<file path="src/rtl/lut_config_loader.sv">
// Serial loader that assembles a LUT config word LSB-first and commits it with a one-cycle strobe.
// Latency: config_en asserts the cycle after the final beat is accepted.
// Backpressure: din_ready is high only in SHIFT with abort low; beats are taken on din_valid && din_ready.
module lut_config_loader #(
    parameter int INPUTS       = 4,
    parameter int MEM_SIZE     = 2**INPUTS,
    parameter int SERIAL_WIDTH = 1
) (
    input  logic                    config_clk,
    input  logic                    config_rst_n,
    input  logic                    start,
    input  logic                    abort,
    input  logic [SERIAL_WIDTH-1:0] din,
    input  logic                    din_valid,
    output logic                    din_ready,
    output logic [MEM_SIZE-1:0]     config_out,
    output logic                    config_en,
    output logic                    busy,
    output logic                    done
);

    localparam int BEATS = MEM_SIZE / SERIAL_WIDTH;
    localparam int CNT_W = (BEATS > 1) ? $clog2(BEATS) : 1;
    localparam logic [CNT_W-1:0] LAST_CNT = CNT_W'(BEATS - 1);

    localparam logic [1:0] S_IDLE   = 2'd0;
    localparam logic [1:0] S_SHIFT  = 2'd1;
    localparam logic [1:0] S_COMMIT = 2'd2;

    logic [1:0]          r_state;
    logic [1:0]          w_state_nxt;
    logic [CNT_W-1:0]    r_cnt;
    logic [MEM_SIZE-1:0] r_cfg;
    logic                r_done;
    logic                w_accept;
    logic                w_last;
    logic                w_launch;
    logic [MEM_SIZE-1:0] w_shifted;

    // abort masks din_ready so an abort always beats a coincident final beat
    assign din_ready  = (r_state == S_SHIFT) && !abort;
    assign w_accept   = din_ready && din_valid;
    assign w_last     = (r_cnt == LAST_CNT);
    assign w_launch   = (r_state == S_IDLE) && start && !abort;

    assign config_out = r_cfg;
    assign config_en  = (r_state == S_COMMIT);
    assign busy       = (r_state != S_IDLE);
    assign done       = r_done;

    // New beat enters at the top so the first beat ends up in the low bits
    if (SERIAL_WIDTH < MEM_SIZE) begin : g_shift
        assign w_shifted = {din, r_cfg[MEM_SIZE-1:SERIAL_WIDTH]};
    end else begin : g_single
        assign w_shifted = din;
    end

    // Next-state decode
    always_comb begin
        w_state_nxt = r_state;
        case (r_state)
            S_IDLE:   if (w_launch) w_state_nxt = S_SHIFT;
            S_SHIFT: begin
                if (abort)                   w_state_nxt = S_IDLE;
                else if (w_accept && w_last) w_state_nxt = S_COMMIT;
            end
            S_COMMIT: w_state_nxt = S_IDLE;
            default:  w_state_nxt = S_IDLE;
        endcase
    end

    // State register
    always_ff @(posedge config_clk or negedge config_rst_n) begin
        if (!config_rst_n) r_state <= S_IDLE;
        else               r_state <= w_state_nxt;
    end

    // Beat counter: only counts inside SHIFT, cleared everywhere else and on abort
    always_ff @(posedge config_clk or negedge config_rst_n) begin
        if (!config_rst_n) begin
            r_cnt <= '0;
        end else if (r_state != S_SHIFT || abort) begin
            r_cnt <= '0;
        end else if (w_accept) begin
            r_cnt <= w_last ? '0 : r_cnt + 1'b1;
        end
    end

    // Config word only moves on accepted beats
    always_ff @(posedge config_clk or negedge config_rst_n) begin
        if (!config_rst_n)  r_cfg <= '0;
        else if (w_accept)  r_cfg <= w_shifted;
    end

    // Sticky done: cleared when a load launches, set when it commits
    always_ff @(posedge config_clk or negedge config_rst_n) begin
        if (!config_rst_n)              r_done <= 1'b0;
        else if (w_launch)              r_done <= 1'b0;
        else if (r_state == S_COMMIT)   r_done <= 1'b1;
    end

endmodule

</file>
<file path="config.mk">
export PLATFORM = sky130hd
export DESIGN_NAME = lut_config_loader
export DESIGN_NICKNAME = d
export VERILOG_FILES = /design/src/rtl/lut_config_loader.sv
export SDC_FILE = /design/constraint.sdc
export NUM_CORES = 1
export LEC_CHECK = 0
export CAP_MARGIN = 10
export CORE_UTILIZATION = 30
export CTS_BUF_LIST = sky130_fd_sc_hd__clkbuf_4 sky130_fd_sc_hd__clkbuf_8
export DETAILED_ROUTE_END_ITERATION = 6
export DONT_BUFFER_PORTS = 1
export PLACE_DENSITY = 0.56
export SETUP_SLACK_MARGIN = 0.05
export SYNTH_ARGS = -nofsm -noshare
export SYNTH_HDL_FRONTEND = slang
export SYNTH_SLANG_ARGS = --single-unit
export TNS_END_PERCENT = 30
</file>
<file path="constraint.sdc">
create_clock -name config_clk -period 1.44 [get_ports config_clk]
set_clock_uncertainty 0.15 [all_clocks]
set_input_delay 0.288 -clock config_clk [delete_from_list [all_inputs] [get_ports config_clk]]
set_output_delay 0.288 -clock config_clk [all_outputs]
set_load 0.1 [all_outputs]
</file>
==> run metrics <==
#FFs+latches synth 23; First-pass DRT Iterations 2; area delta synth->final 70.38%; clk sinks 23; delay-heaviest family, CP flip-flops; total track usage 13.68%; status complete, but fails checks; cell repeated most along the worst path buf_6; layout cells sized above 1 58.93%; violated checks setup timing; clk buf depth 2; DIE WIDTH 59.76 µm; sequential area share after synthesis a little under three fifths; period utilisation layout 119.9%; TritonCTS Buffers 3; synth unique cells 25; syn_area_per_cell between 10 and 15 µm²; WL final 2.089 mm; CP required 1.00 ns; CP max stage cell dfrtp_1; CTS root buffer clkbuf_4; Final GP Congestion 0.6591; Max Cap Viol 0; WHS between 0.03 and 0.04 ns; ANT cells 0; CP peak stage delay 0.43 ns; clock latency on the worst-skew pair 0.31 ns; top-area cell type share of the netlist area approximately 57%; Non-Filler Instances 156; WL/cell 13.39 µm; largest net degree at the start of global routing 24; boundary pin count 26; dpl cells 136; actual slew at the worst max-slew pin approximately 1.0 ns; first-pass GRT wire length 3.512 mm; Die ar. about 0.0036 mm²; mapped cell area 0.001001 mm²; Vias a little under 700; DP Area 0.001449 mm²; htree depth 1; Port Buf Inserts 0; Final nets 120; PD cells 1339 mW/mm²; max_slew headroom 32.25%; Worst VDD drop 987.0 µV; top post-synthesis cells by area dfrtp_1, mux2_4, mux2_2; DR vias/cell 4.340; Post-DRT Antenna Nets 0; number of cells on the critical path 4; Initial Utilization ~32%; RSZ-0062 raised after global routing yes; remaining routing DRC violations 0; CP Capture Type output port; Critical Path AT 1.29 ns; DIE HEIGHT between 50 and 60 µm; leak pwr 0.7997 nW; grt ovf 0; Post-Syn Nets 77; Placeable Area 0.003103 mm²; Final WS setup -0.2863 ns; Finish-stage setup viols 19; worst slack at placement -0.2157 ns; initial antenna violation count 0; Syn Inst Count 70; cell taking the most area after synthesis dfrtp_1; R2R cell count 6; TritonCTS clock tree yes; Reg clk slew, reported paths 0.13 ns; critical path class reg -> out; row count 20; Max Freq 579.3 MHz; critical-path cell list buf_6 -> buf_6 -> nor2b_4 -> buf_12; final design utilization 54.96%; endpoints failing hold 0; Min-Delay Path Depth 3; Period minus WS final 1.726 ns; Detail Placement HPWL 1.400 mm; initial drt markers 9; Hold WC Path Type in -> reg; Startpoint Class register; vias in the first global route just over 700; CP bufs+invs 3; Slew Viols, Final 0; critical path peak fanout 3; Yosys warning total 0; Finished Cell Area 0.001705 mm²
-- sequential cells by signal, indices dropped and copies added, names as in the netlist --
signal and cells:
config_out 16, done 1, r_state 2, r_cnt 4
-- Yosys cell counts --
cell / count
dfrtp_1: 23
mux2_4: 10
mux2_2: 6
nand2_1: 4
nor2_1: 4
a21oi_1: 2
nand3_1: 2
nor3_1: 2
a21o_1: 1
a41oi_1: 1
and2_4: 1
buf_12: 1
buf_6: 1
clkbuf_1: 1
ha_1: 1
inv_1: 1
inv_2: 1
mux2i_1: 1
nand2_4: 1
nand3b_1: 1
nor2_2: 1
nor2b_1: 1
o221a_2: 1
or2_2: 1
xor2_1: 1
-- layer usage --
layer | wire, µm | GRT usage, %
met4 | 0 | 1.993
met3 | 108 | 5.195
met1 | 882 | 16.71
met2 | 1098 | 23.33
met5 | 0 | 0
-- worst paths after layout --
check | from | end | slack (ns)
worst max register to register | r_state[1]$_DFFE_PN0P_ | config_out[4]$_DFFE_PN0P_ | -0.18
max in group asynchronous | config_rst_n | config_out[11]$_DFFE_PN0P_ | 0.40
min in group asynchronous | config_rst_n | config_out[6]$_DFFE_PN0P_ | 0.05
worst max-delay path | r_state[0]$_DFFE_PN0P_ | config_en | -0.29
worst min-delay path | abort | done$_DFFE_PN0P_ | 0.03
worst min register to register | config_out[8]$_DFFE_PN0P_ | config_out[7]$_DFFE_PN0P_ | 0.44
-- cell usage in the layout, fill, tap and decap left out, drive strengths merged, types with 2 or more instances in the layout --
cell type    count
inv              2
dlygate4sd3      4
a21oi            2
clkbuf           3
nand3            2
nor3             2
nor2             5
nand2            5
buf             36
dfrtp           23
mux2            16
-- logic make-up after synthesis --
family	Yosys count	synth area share (%)
xor gates and xnor gates	1	0.8752
muxes	17	22.75
buffers and inverters	5	4.249
AOI/OAI and AO/OA	5	3.750
adders and majority gates	1	1.250
DFF	23	57.50
and+or+nand+nor	18	9.626
-- cell type report --
| class | instances | area, µm² |
|---|---|---|
| Fill cell | 279 | 1398 |
| Timing Repair Buffer | 41 | 603.1 |
| Sequential cell | 23 | 579.3 |
| Multi-Input combinational cell | 42 | 420.4 |
| Tap cell | 44 | 55.05 |
| Clock buffer | 3 | 22.52 |
| Inverter | 2 | 20.02 |
| Clock inverter | 1 | 5.005 |
-- worst register-to-register path: stages (launching register included) --
cell and delay [ns]:
dfrtp_1 0.43, nor2_4 0.13, nand2_4 0.10, inv_12 0.06, and2_4 0.21, buf_6 0.15
mux2_4 0.30
-- repair_timing --
action / CTS / global route
endpoints found under the hold margin: 28 / 1
endpoints found under the setup margin: 34 / 59
buffers inserted: 10 / 1
hold buffers: 4 / 1
pin swaps: 1 / 1
resized for setup: 20 / 7
cloned: 0 / 0
-- where the power goes --
part / switching, W / total [W] / internal, W / leakage, nW
Clock: 0.000197 / 0.000301 / 0.000104 / 0.0177
Combinational: 0.000692 / 0.00115 / 0.000455 / 0.475
Sequential: 0.000109 / 0.000837 / 0.000728 / 0.307
-- per-stage QoR --
stage / setup TNS, ns / total power (W)
after floorplan: -4.519 / 0.001488
after global placement: -2.075 / 0.001887
after detailed placement: -2.824 / 0.001898
after CTS: -2.720 / 0.002295
after global routing: -4.212 / 0.002386
final: -3.153 / 0.002284
(Power assumes the default switching activity.)
